$ cat config.mk
export PLATFORM = sky130hd
export DESIGN_NAME = issue_read_arbiter_flat
export DESIGN_NICKNAME = d
export VERILOG_FILES = /design/src/rtl/issue_read_arbiter_pkg.sv /design/src/rtl/issue_read_arbiter_if.sv /design/src/rtl/issue_read_arbiter_rr_arbiter3.sv /design/src/rtl/issue_read_arbiter.sv /design/src/flat_wrapper.sv
export SDC_FILE = /design/constraint.sdc
export NUM_CORES = 1
export LEC_CHECK = 0
export ABC_AREA = 1
export ABC_CLOCK_PERIOD_IN_PS = 10600
export CELL_PAD_IN_SITES_DETAIL_PLACEMENT = 0
export CELL_PAD_IN_SITES_GLOBAL_PLACEMENT = 1
export CORE_ASPECT_RATIO = 1.2
export CORE_MARGIN = 3
export CORE_UTILIZATION = 29
export DETAILED_ROUTE_END_ITERATION = 8
export PLACE_DENSITY_LB_ADDON = 0.12
export SKIP_CTS_REPAIR_TIMING = 1
export SYNTH_ARGS = -nofsm -noshare
export SYNTH_HDL_FRONTEND = slang
export SYNTH_HIERARCHICAL = 1
export SYNTH_SLANG_ARGS = --single-unit
$ cat constraint.sdc
create_clock -name clk -period 10.6 [get_ports clk]
set_input_delay 3.18 -clock clk [delete_from_list [all_inputs] [get_ports clk]]
set_output_delay 3.18 -clock clk [all_outputs]
set_load 0.03 [all_outputs]
$ cat src/rtl/issue_read_arbiter_pkg.sv
// Shared types, widths and helpers for the issue read arbiter.
package issue_read_arbiter_pkg;

  localparam int unsigned DATA_W = 32;
  localparam int unsigned PREG_W = 7;

  typedef enum logic [1:0] {
    FU_ALU = 2'd0,
    FU_BR  = 2'd1,
    FU_LSU = 2'd2
  } fu_sel_e;

  typedef struct packed {
    logic [PREG_W-1:0] pr1;
    logic [PREG_W-1:0] pr2;
    logic [PREG_W-1:0] prd;
    logic [4:0]        opcode;
  } rs_data;

  typedef struct packed {
    rs_data            pkt;
    logic [DATA_W-1:0] op1;
    logic [DATA_W-1:0] op2;
  } issue_slot_t;

  function automatic fu_sel_e f_next_ptr(input fu_sel_e w);
    case (w)
      FU_ALU:  f_next_ptr = FU_BR;
      FU_BR:   f_next_ptr = FU_LSU;
      default: f_next_ptr = FU_ALU;
    endcase
  endfunction

  // Scans high slot to low so the lowest matching CDB slot is the final assignment.
  function automatic logic [DATA_W-1:0] f_operand(
    input logic [PREG_W-1:0]           s,
    input logic [DATA_W-1:0]           prf,
    input logic [2:0]                  v,
    input logic [2:0][PREG_W-1:0]      tag,
    input logic [2:0][DATA_W-1:0]      data
  );
    f_operand = prf;
    for (int unsigned k = 0; k < 3; k++) begin
      if (v[2-k] && (tag[2-k] == s)) f_operand = data[2-k];
    end
    if (s == '0) f_operand = '0;
  endfunction

endpackage

$ cat src/rtl/issue_read_arbiter_if.sv
// RS request, PRF read, CDB and FU slot signals of the issue read arbiter.
interface issue_read_arbiter_if import issue_read_arbiter_pkg::*; ();
  logic                    alu_req_valid, b_req_valid, lsu_req_valid;
  rs_data                  alu_req_data, b_req_data, lsu_req_data;
  logic                    alu_req_ready, b_req_ready, lsu_req_ready;
  logic [PREG_W-1:0]       prf_raddr1, prf_raddr2;
  logic [DATA_W-1:0]       prf_rdata1, prf_rdata2;
  logic [2:0]              cdb_valid;
  logic [2:0][PREG_W-1:0]  cdb_tag;
  logic [2:0][DATA_W-1:0]  cdb_data;
  logic                    alu_fu_valid, b_fu_valid, lsu_fu_valid;
  rs_data                  alu_fu_data, b_fu_data, lsu_fu_data;
  logic [DATA_W-1:0]       alu_fu_op1, b_fu_op1, lsu_fu_op1;
  logic [DATA_W-1:0]       alu_fu_op2, b_fu_op2, lsu_fu_op2;
  logic                    alu_fu_ready, b_fu_ready, lsu_fu_ready;

  modport master (
    input  alu_req_valid, b_req_valid, lsu_req_valid,
    input  alu_req_data, b_req_data, lsu_req_data,
    output alu_req_ready, b_req_ready, lsu_req_ready,
    output prf_raddr1, prf_raddr2,
    input  prf_rdata1, prf_rdata2,
    input  cdb_valid, cdb_tag, cdb_data,
    output alu_fu_valid, b_fu_valid, lsu_fu_valid,
    output alu_fu_data, b_fu_data, lsu_fu_data,
    output alu_fu_op1, b_fu_op1, lsu_fu_op1,
    output alu_fu_op2, b_fu_op2, lsu_fu_op2,
    input  alu_fu_ready, b_fu_ready, lsu_fu_ready
  );

  modport slave (
    output alu_req_valid, b_req_valid, lsu_req_valid,
    output alu_req_data, b_req_data, lsu_req_data,
    input  alu_req_ready, b_req_ready, lsu_req_ready,
    input  prf_raddr1, prf_raddr2,
    output prf_rdata1, prf_rdata2,
    output cdb_valid, cdb_tag, cdb_data,
    input  alu_fu_valid, b_fu_valid, lsu_fu_valid,
    input  alu_fu_data, b_fu_data, lsu_fu_data,
    input  alu_fu_op1, b_fu_op1, lsu_fu_op1,
    input  alu_fu_op2, b_fu_op2, lsu_fu_op2,
    output alu_fu_ready, b_fu_ready, lsu_fu_ready
  );
endinterface

$ cat src/rtl/issue_read_arbiter_rr_arbiter3.sv
// Three-way round-robin arbiter: one-hot grant and winner index, highest priority at i_ptr.
module rr_arbiter3 import issue_read_arbiter_pkg::*; (
  input  logic [2:0] i_eligible,
  input  fu_sel_e    i_ptr,
  output logic [2:0] o_grant,
  output fu_sel_e    o_winner
);
  logic [1:0] w_idx;
  logic       w_found;

  always_comb begin
    o_grant  = '0;
    o_winner = FU_ALU;
    w_idx    = '0;
    w_found  = 1'b0;
    for (int unsigned k = 0; k < 3; k++) begin
      w_idx = 2'((32'(i_ptr) + k) % 3);
      if (!w_found && i_eligible[w_idx]) begin
        o_grant[w_idx] = 1'b1;
        o_winner       = fu_sel_e'(w_idx);
        w_found        = 1'b1;
      end
    end
  end
endmodule

$ cat src/rtl/issue_read_arbiter.sv
// Grants one RS issue per cycle, reads both operands with CDB bypass and registers them per FU slot.
module issue_read_arbiter import issue_read_arbiter_pkg::*; #(
  parameter int unsigned RR_INIT = 0
) (
  input  logic                 clk,
  input  logic                 reset,
  input  logic                 mispredict,
  issue_read_arbiter_if.master bus
);
  localparam fu_sel_e PTR_INIT = fu_sel_e'(2'(RR_INIT));

  logic [2:0]        w_req_valid, w_fu_ready, w_accept, w_eligible, w_grant;
  rs_data            w_req_data [3];
  fu_sel_e           w_winner;
  rs_data            w_pkt;
  logic [DATA_W-1:0] w_op1, w_op2;

  fu_sel_e           r_rr_ptr;
  issue_slot_t       r_slot [3];
  logic [2:0]        r_fu_valid;

  assign w_req_valid   = {bus.lsu_req_valid, bus.b_req_valid, bus.alu_req_valid};
  assign w_fu_ready    = {bus.lsu_fu_ready, bus.b_fu_ready, bus.alu_fu_ready};
  assign w_req_data[0] = bus.alu_req_data;
  assign w_req_data[1] = bus.b_req_data;
  assign w_req_data[2] = bus.lsu_req_data;

  // Reset is folded in so req_ready stays low while reset is asserted.
  assign w_accept   = ~r_fu_valid | w_fu_ready;
  assign w_eligible = w_req_valid & w_accept & {3{~mispredict & ~reset}};

  rr_arbiter3 u_arb (
    .i_eligible (w_eligible),
    .i_ptr      (r_rr_ptr),
    .o_grant    (w_grant),
    .o_winner   (w_winner)
  );

  always_comb begin
    w_pkt          = w_req_data[w_winner];
    bus.prf_raddr1 = '0;
    bus.prf_raddr2 = '0;
    if (|w_grant) begin
      bus.prf_raddr1 = w_pkt.pr1;
      bus.prf_raddr2 = w_pkt.pr2;
    end
    w_op1 = f_operand(w_pkt.pr1, bus.prf_rdata1, bus.cdb_valid, bus.cdb_tag, bus.cdb_data);
    w_op2 = f_operand(w_pkt.pr2, bus.prf_rdata2, bus.cdb_valid, bus.cdb_tag, bus.cdb_data);
  end

  always_ff @(posedge clk) begin
    if (reset) begin
      r_fu_valid <= '0;
      r_rr_ptr   <= PTR_INIT;
      for (int unsigned i = 0; i < 3; i++) r_slot[i] <= '0;
    end else if (mispredict) begin
      r_fu_valid <= '0;
    end else begin
      for (int unsigned i = 0; i < 3; i++) begin
        if (w_grant[i]) begin
          r_slot[i]     <= '{pkt: w_pkt, op1: w_op1, op2: w_op2};
          r_fu_valid[i] <= 1'b1;
        end else if (r_fu_valid[i] && w_fu_ready[i]) begin
          r_fu_valid[i] <= 1'b0;
        end
      end
      if (|w_grant) r_rr_ptr <= f_next_ptr(w_winner);
    end
  end

  assign bus.alu_req_ready = w_grant[0];
  assign bus.b_req_ready   = w_grant[1];
  assign bus.lsu_req_ready = w_grant[2];

  assign bus.alu_fu_valid = r_fu_valid[0];
  assign bus.b_fu_valid   = r_fu_valid[1];
  assign bus.lsu_fu_valid = r_fu_valid[2];
  assign bus.alu_fu_data  = r_slot[0].pkt;
  assign bus.b_fu_data    = r_slot[1].pkt;
  assign bus.lsu_fu_data  = r_slot[2].pkt;
  assign bus.alu_fu_op1   = r_slot[0].op1;
  assign bus.b_fu_op1     = r_slot[1].op1;
  assign bus.lsu_fu_op1   = r_slot[2].op1;
  assign bus.alu_fu_op2   = r_slot[0].op2;
  assign bus.b_fu_op2     = r_slot[1].op2;
  assign bus.lsu_fu_op2   = r_slot[2].op2;
endmodule

$ cat src/flat_wrapper.sv
// flat-port wrapper written by rule: the top's interface ports become plain ports
module issue_read_arbiter_flat import issue_read_arbiter_pkg::*;
#(
  parameter int unsigned RR_INIT = 0
)
  (clk, reset, mispredict, bus_alu_req_valid, bus_b_req_valid, bus_lsu_req_valid, bus_alu_req_data, bus_b_req_data, bus_lsu_req_data, bus_alu_req_ready, bus_b_req_ready, bus_lsu_req_ready, bus_prf_raddr1, bus_prf_raddr2, bus_prf_rdata1, bus_prf_rdata2, bus_cdb_valid, bus_cdb_tag, bus_cdb_data, bus_alu_fu_valid, bus_b_fu_valid, bus_lsu_fu_valid, bus_alu_fu_data, bus_b_fu_data, bus_lsu_fu_data, bus_alu_fu_op1, bus_b_fu_op1, bus_lsu_fu_op1, bus_alu_fu_op2, bus_b_fu_op2, bus_lsu_fu_op2, bus_alu_fu_ready, bus_b_fu_ready, bus_lsu_fu_ready);
  issue_read_arbiter_if bus_i ();
  input  logic clk;
  input  logic reset;
  input  logic mispredict;
  input wire logic [$bits(bus_i.alu_req_valid)-1:0] bus_alu_req_valid;
  input wire logic [$bits(bus_i.b_req_valid)-1:0] bus_b_req_valid;
  input wire logic [$bits(bus_i.lsu_req_valid)-1:0] bus_lsu_req_valid;
  input wire logic [$bits(bus_i.alu_req_data)-1:0] bus_alu_req_data;
  input wire logic [$bits(bus_i.b_req_data)-1:0] bus_b_req_data;
  input wire logic [$bits(bus_i.lsu_req_data)-1:0] bus_lsu_req_data;
  output wire logic [$bits(bus_i.alu_req_ready)-1:0] bus_alu_req_ready;
  output wire logic [$bits(bus_i.b_req_ready)-1:0] bus_b_req_ready;
  output wire logic [$bits(bus_i.lsu_req_ready)-1:0] bus_lsu_req_ready;
  output wire logic [$bits(bus_i.prf_raddr1)-1:0] bus_prf_raddr1;
  output wire logic [$bits(bus_i.prf_raddr2)-1:0] bus_prf_raddr2;
  input wire logic [$bits(bus_i.prf_rdata1)-1:0] bus_prf_rdata1;
  input wire logic [$bits(bus_i.prf_rdata2)-1:0] bus_prf_rdata2;
  input wire logic [$bits(bus_i.cdb_valid)-1:0] bus_cdb_valid;
  input wire logic [$bits(bus_i.cdb_tag)-1:0] bus_cdb_tag;
  input wire logic [$bits(bus_i.cdb_data)-1:0] bus_cdb_data;
  output wire logic [$bits(bus_i.alu_fu_valid)-1:0] bus_alu_fu_valid;
  output wire logic [$bits(bus_i.b_fu_valid)-1:0] bus_b_fu_valid;
  output wire logic [$bits(bus_i.lsu_fu_valid)-1:0] bus_lsu_fu_valid;
  output wire logic [$bits(bus_i.alu_fu_data)-1:0] bus_alu_fu_data;
  output wire logic [$bits(bus_i.b_fu_data)-1:0] bus_b_fu_data;
  output wire logic [$bits(bus_i.lsu_fu_data)-1:0] bus_lsu_fu_data;
  output wire logic [$bits(bus_i.alu_fu_op1)-1:0] bus_alu_fu_op1;
  output wire logic [$bits(bus_i.b_fu_op1)-1:0] bus_b_fu_op1;
  output wire logic [$bits(bus_i.lsu_fu_op1)-1:0] bus_lsu_fu_op1;
  output wire logic [$bits(bus_i.alu_fu_op2)-1:0] bus_alu_fu_op2;
  output wire logic [$bits(bus_i.b_fu_op2)-1:0] bus_b_fu_op2;
  output wire logic [$bits(bus_i.lsu_fu_op2)-1:0] bus_lsu_fu_op2;
  input wire logic [$bits(bus_i.alu_fu_ready)-1:0] bus_alu_fu_ready;
  input wire logic [$bits(bus_i.b_fu_ready)-1:0] bus_b_fu_ready;
  input wire logic [$bits(bus_i.lsu_fu_ready)-1:0] bus_lsu_fu_ready;
  assign bus_i.alu_req_valid = bus_alu_req_valid;
  assign bus_i.b_req_valid = bus_b_req_valid;
  assign bus_i.lsu_req_valid = bus_lsu_req_valid;
  assign bus_i.alu_req_data = bus_alu_req_data;
  assign bus_i.b_req_data = bus_b_req_data;
  assign bus_i.lsu_req_data = bus_lsu_req_data;
  assign bus_alu_req_ready = bus_i.alu_req_ready;
  assign bus_b_req_ready = bus_i.b_req_ready;
  assign bus_lsu_req_ready = bus_i.lsu_req_ready;
  assign bus_prf_raddr1 = bus_i.prf_raddr1;
  assign bus_prf_raddr2 = bus_i.prf_raddr2;
  assign bus_i.prf_rdata1 = bus_prf_rdata1;
  assign bus_i.prf_rdata2 = bus_prf_rdata2;
  assign bus_i.cdb_valid = bus_cdb_valid;
  assign bus_i.cdb_tag = bus_cdb_tag;
  assign bus_i.cdb_data = bus_cdb_data;
  assign bus_alu_fu_valid = bus_i.alu_fu_valid;
  assign bus_b_fu_valid = bus_i.b_fu_valid;
  assign bus_lsu_fu_valid = bus_i.lsu_fu_valid;
  assign bus_alu_fu_data = bus_i.alu_fu_data;
  assign bus_b_fu_data = bus_i.b_fu_data;
  assign bus_lsu_fu_data = bus_i.lsu_fu_data;
  assign bus_alu_fu_op1 = bus_i.alu_fu_op1;
  assign bus_b_fu_op1 = bus_i.b_fu_op1;
  assign bus_lsu_fu_op1 = bus_i.lsu_fu_op1;
  assign bus_alu_fu_op2 = bus_i.alu_fu_op2;
  assign bus_b_fu_op2 = bus_i.b_fu_op2;
  assign bus_lsu_fu_op2 = bus_i.lsu_fu_op2;
  assign bus_i.alu_fu_ready = bus_alu_fu_ready;
  assign bus_i.b_fu_ready = bus_b_fu_ready;
  assign bus_i.lsu_fu_ready = bus_lsu_fu_ready;
  issue_read_arbiter #(.RR_INIT(RR_INIT)) u_core (.clk(clk), .reset(reset), .mispredict(mispredict), .bus(bus_i));
endmodule
==> impl_metrics.csv <==
group,metric,value,unit
setup_path,critPathSlowestCell,"clkdlybuf4s50_1",
setup_path,required,7420,ps
finish,ff_latch_area,0.00821,sq mm
routing,wire_per_inst,22.7,um
timing,post-route-period-util,91.5,%
floorplanning,die_w,203,um
placement,place_congestion,0.919,
routing,drt_iter0_drc,839,
clocking,cts_tree,"yes",
yosys,synthSimpleGateAreaFrac,23.9,%
timing,finalMaxSlewViolations,0,
finish,drive_gt1_share,7.11,%
setup_path,cp-end-kind,"output port",
floorplanning,die_area,0.0493,sq mm
timing,tns,0,ps
timing,clock.fmax,103,MHz
yosys,synth-compound-area-share,5.47,%
setup_path,path_cells,"clkdlybuf4s50_1 > nor2_1 > nand2_1 > nor2_1 > inv_2 > o21ai_2 > nand2_4 > inv_2 > nand2_2 > nand2_2 > inv_2 > nand2_1 > buf_4 > inv_4 > nand3_1 > nand3_2 > nand2_1 > inv_1 > buf_4",
setup_path,path_class,"in2out",
finish,multiInputGateArea,0.00410,sq mm
run,cap_violations,0,
finish,nFillCells,4570,
timing,worst_pin_slew,1160,ps
timing,period_needed,9700,ps
placement,numPortBuffers,560,
routing,routed-via-count,12300,
clocking,worst_skew_pair.late_latency,590,ps
timing,rsz0062_at_grt,"false",
finish,syn_to_final_growth,53.2,%
global_route,grt_max_degree,61,
routing,drcViolationCount,0,
finish,nets,2251,
placement,hpwlAfterDp,44.7,mm
yosys,seq_area_frac_synth,60.7,%
clocking,cts.clk_slew.worst_paths,60,ps
floorplanning,core_area,0.0461,sq mm
yosys,synthesis.nets,1703,
floorplanning,ios,561,
clocking,clock-sinks,275,
setup_path,cp_data_arrival_time,6520,ps
setup_path,cpLargestDelayFamily,"simple AND/OR/NAND/NOR gates",
routing,antenna_left,0,
setup_path,cp-start-kind,"input port",
hold_path,min_path_type,"reg2reg",
yosys,synthAdderAreaFrac,0.370,%
pwr,power,5460,uW
timing,setup_viol,0,
yosys,syn_inst,1428,
clocking,htree_levels,1,
clocking,cts_made_buffers,30,
timing,slew_headroom,22.7,%
pwr,power_leakage,0.00862,uW
clocking,clock-root-buffer,"clkbuf_16",
yosys,ys_types,28,
yosys,synth_mux_area_share,0,%
status,outcome,"finished clean",
global_route,grt_use_total,23.3,%
routing,routed_wl,59.6,mm
clocking,max-clock-path-buffers,3,
pwr,ir_drop,0.000199,V
setup_path,cp_num_buf_inv,8,
timing,hold_viol,0,
routing,dr.pass1.iters,6,
global_route,overflow,0,
yosys,synth-seq-cells,275,
routing,viasPerCell,4.68,
yosys,syn_avg_cell_area,9.47,sq um
timing,fin_skew,33.0,ps
global_route,grt_pass1_vias,12400,
global_route,grt_pass1_wl,84.8,mm
setup_path,slowest_delay,610,ps
yosys,ys.warnings.count,6,
floorplanning,initial_core_util,29.4,%
timing,whs,576,ps
yosys,synthXorXnorAreaFrac,0,%
yosys,syn_area,0.0135,sq mm
setup_path,cp_max_fo,17,
floorplanning,dieHeight,243,um
global_route,antenna_found_initial,12,
yosys,synth_top_family_by_area,"simple AND/OR/NAND/NOR gates",
floorplanning,rows,86,
pwr,p_per_area,263,mW/mm^2
-- sequential cells by signal (all words and copies together), names as in the netlist --
signal	cells
u_core/r_slot	270
u_core/r_fu_valid	3
u_core/r_rr_ptr	2
-- layer usage --
layer | part of all wire (%) | wire length [um] | up-vias | track usage [%]
li1 | - | - | 5838 | -
met1 | 37 | 22100 | 5798 | 26.7
met2 | 52 | 30800 | 529 | 42.1
met3 | 8.2 | 4860 | 93 | 5.90
met4 | 3.0 | 1780 | 8 | 7.72
met5 | 0.092 | 55 | - | 0
-- cell type report --
| type | count | area share [%] |
|---|---|---|
| Timing Repair Buffer | 581 | 27.7 |
| Inverter | 229 | 4.17 |
| Sequential cell | 275 | 39.6 |
| Tap cell | 616 | 3.72 |
| Multi-Input combinational cell | 859 | 19.8 |
| Clock buffer | 36 | 3.84 |
| Antenna cell | 8 | 0.0967 |
| Clock inverter | 18 | 1.10 |
-- stage by stage --
step / instance area (sq um) / utilization, % / instances / setup slack [ps]
detailed placement: 19700 / 42.7 / 2560 / 905
global route: 20700 / 45.0 / 2620 / 603
CTS: 20700 / 44.9 / 2614 / 904
global placement: 19700 / 42.7 / 2560 / 934
floorplan: 13500 / - / 1428 / 1560
finish: 20700 / 45.0 / 2622 / 896
-- report_power, final --
group | total, uW | leakage, uW | internal (uW) | switching [uW]
sequential | 1700 | 0.00285 | 1600 | 94.1
combinational | 2660 | 0.00528 | 896 | 1770
clock | 1090 | 0.000488 | 655 | 439
total | 5460 | 0.00862 | 3150 | 2300
-- logic make-up after synthesis --
logic type,after synthesis
simple gates,708
buf+inv,294
flops,275
compound gates,147
fa+ha+maj,4
-- worst register-to-register path: stages (launching register included) --
cell	delay, ps
dfxtp_1	400
inv_1	80
ha_1	450
inv_2	90
nand2_1	70
nand3_1	70
nand2_1	130
nand3_1	110
nand2_2	80
inv_2	30
nand2_1	180
buf_4	310
inv_4	160
nand3_1	150
nand3_1	170
buf_4	220
nand2_1	60
nand2_1	50
inv_1	50
nand2_1	100
nor2_4	100
buf_4	420
nand2_2	630
nand2_1	230
nand3_1	90
a21oi_1	400
-- placed cells by master, fill, tap and decap left out, types with 2 or more instances in the layout --
master,count
clkinv_2,2
nor4_1,2
nand4_1,27
bufinv_16,5
a21oi_4,2
nand3_1,184
nand2_2,8
nand3_2,29
o21ai_4,3
clkdlybuf4s50_1,546
inv_6,3
clkbuf_16,31
diode_2,8
inv_2,7
inv_4,2
dfxtp_1,5
nor2_4,8
clkinv_1,6
inv_1,219
clkbuf_1,5
nand2_1,406
edfxtp_1,270
buf_4,35
o21ai_0,3
ha_1,4
nor2_1,37
clkinvlp_4,3
a21oi_1,132
o21ai_1,6
nor3_1,4
-- synthesized netlist by cell type --
cell type,n,area (sq um)
nand2_2,7,43.8
buf_6,14,158
nand2_1,407,1530
inv_1,219,822
buf_2,28,140
nand3_2,29,290
buf_4,10,75.1
o21ai_2,1,8.76
nand3_1,184,921
clkinv_1,1,3.75
dfxtp_1,5,100
clkbuf_1,11,41.3
inv_2,7,26.3
nor2_4,6,67.6
nor4_1,2,12.5
nand2_4,1,11.3
o21ai_1,6,30.0
ha_1,4,50.1
nor2_1,38,143
inv_4,2,12.5
edfxtp_1,270,8110
nor3_1,4,20.0
nor2_8,1,20.0
buf_1,2,7.51
nor2_2,2,12.5
a21oi_1,134,671
nand4_1,27,169
o21ai_0,6,30.0
-- final timing paths --
path                                           start                     to  slack, ps  cells past startpoint
worst max-delay path                      mispredict      bus_prf_raddr2[0]        900                     19
worst min-delay path            u_core/r_fu_valid[0]   u_core/r_fu_valid[0]        580                      4
worst max register to register    u_core/r_rr_ptr[0]  u_core/r_slot[0][101]       5520                     25
worst min register to register  u_core/r_fu_valid[0]   u_core/r_fu_valid[0]        580                      4
Note: power is estimated with default switching activity, not from simulation.
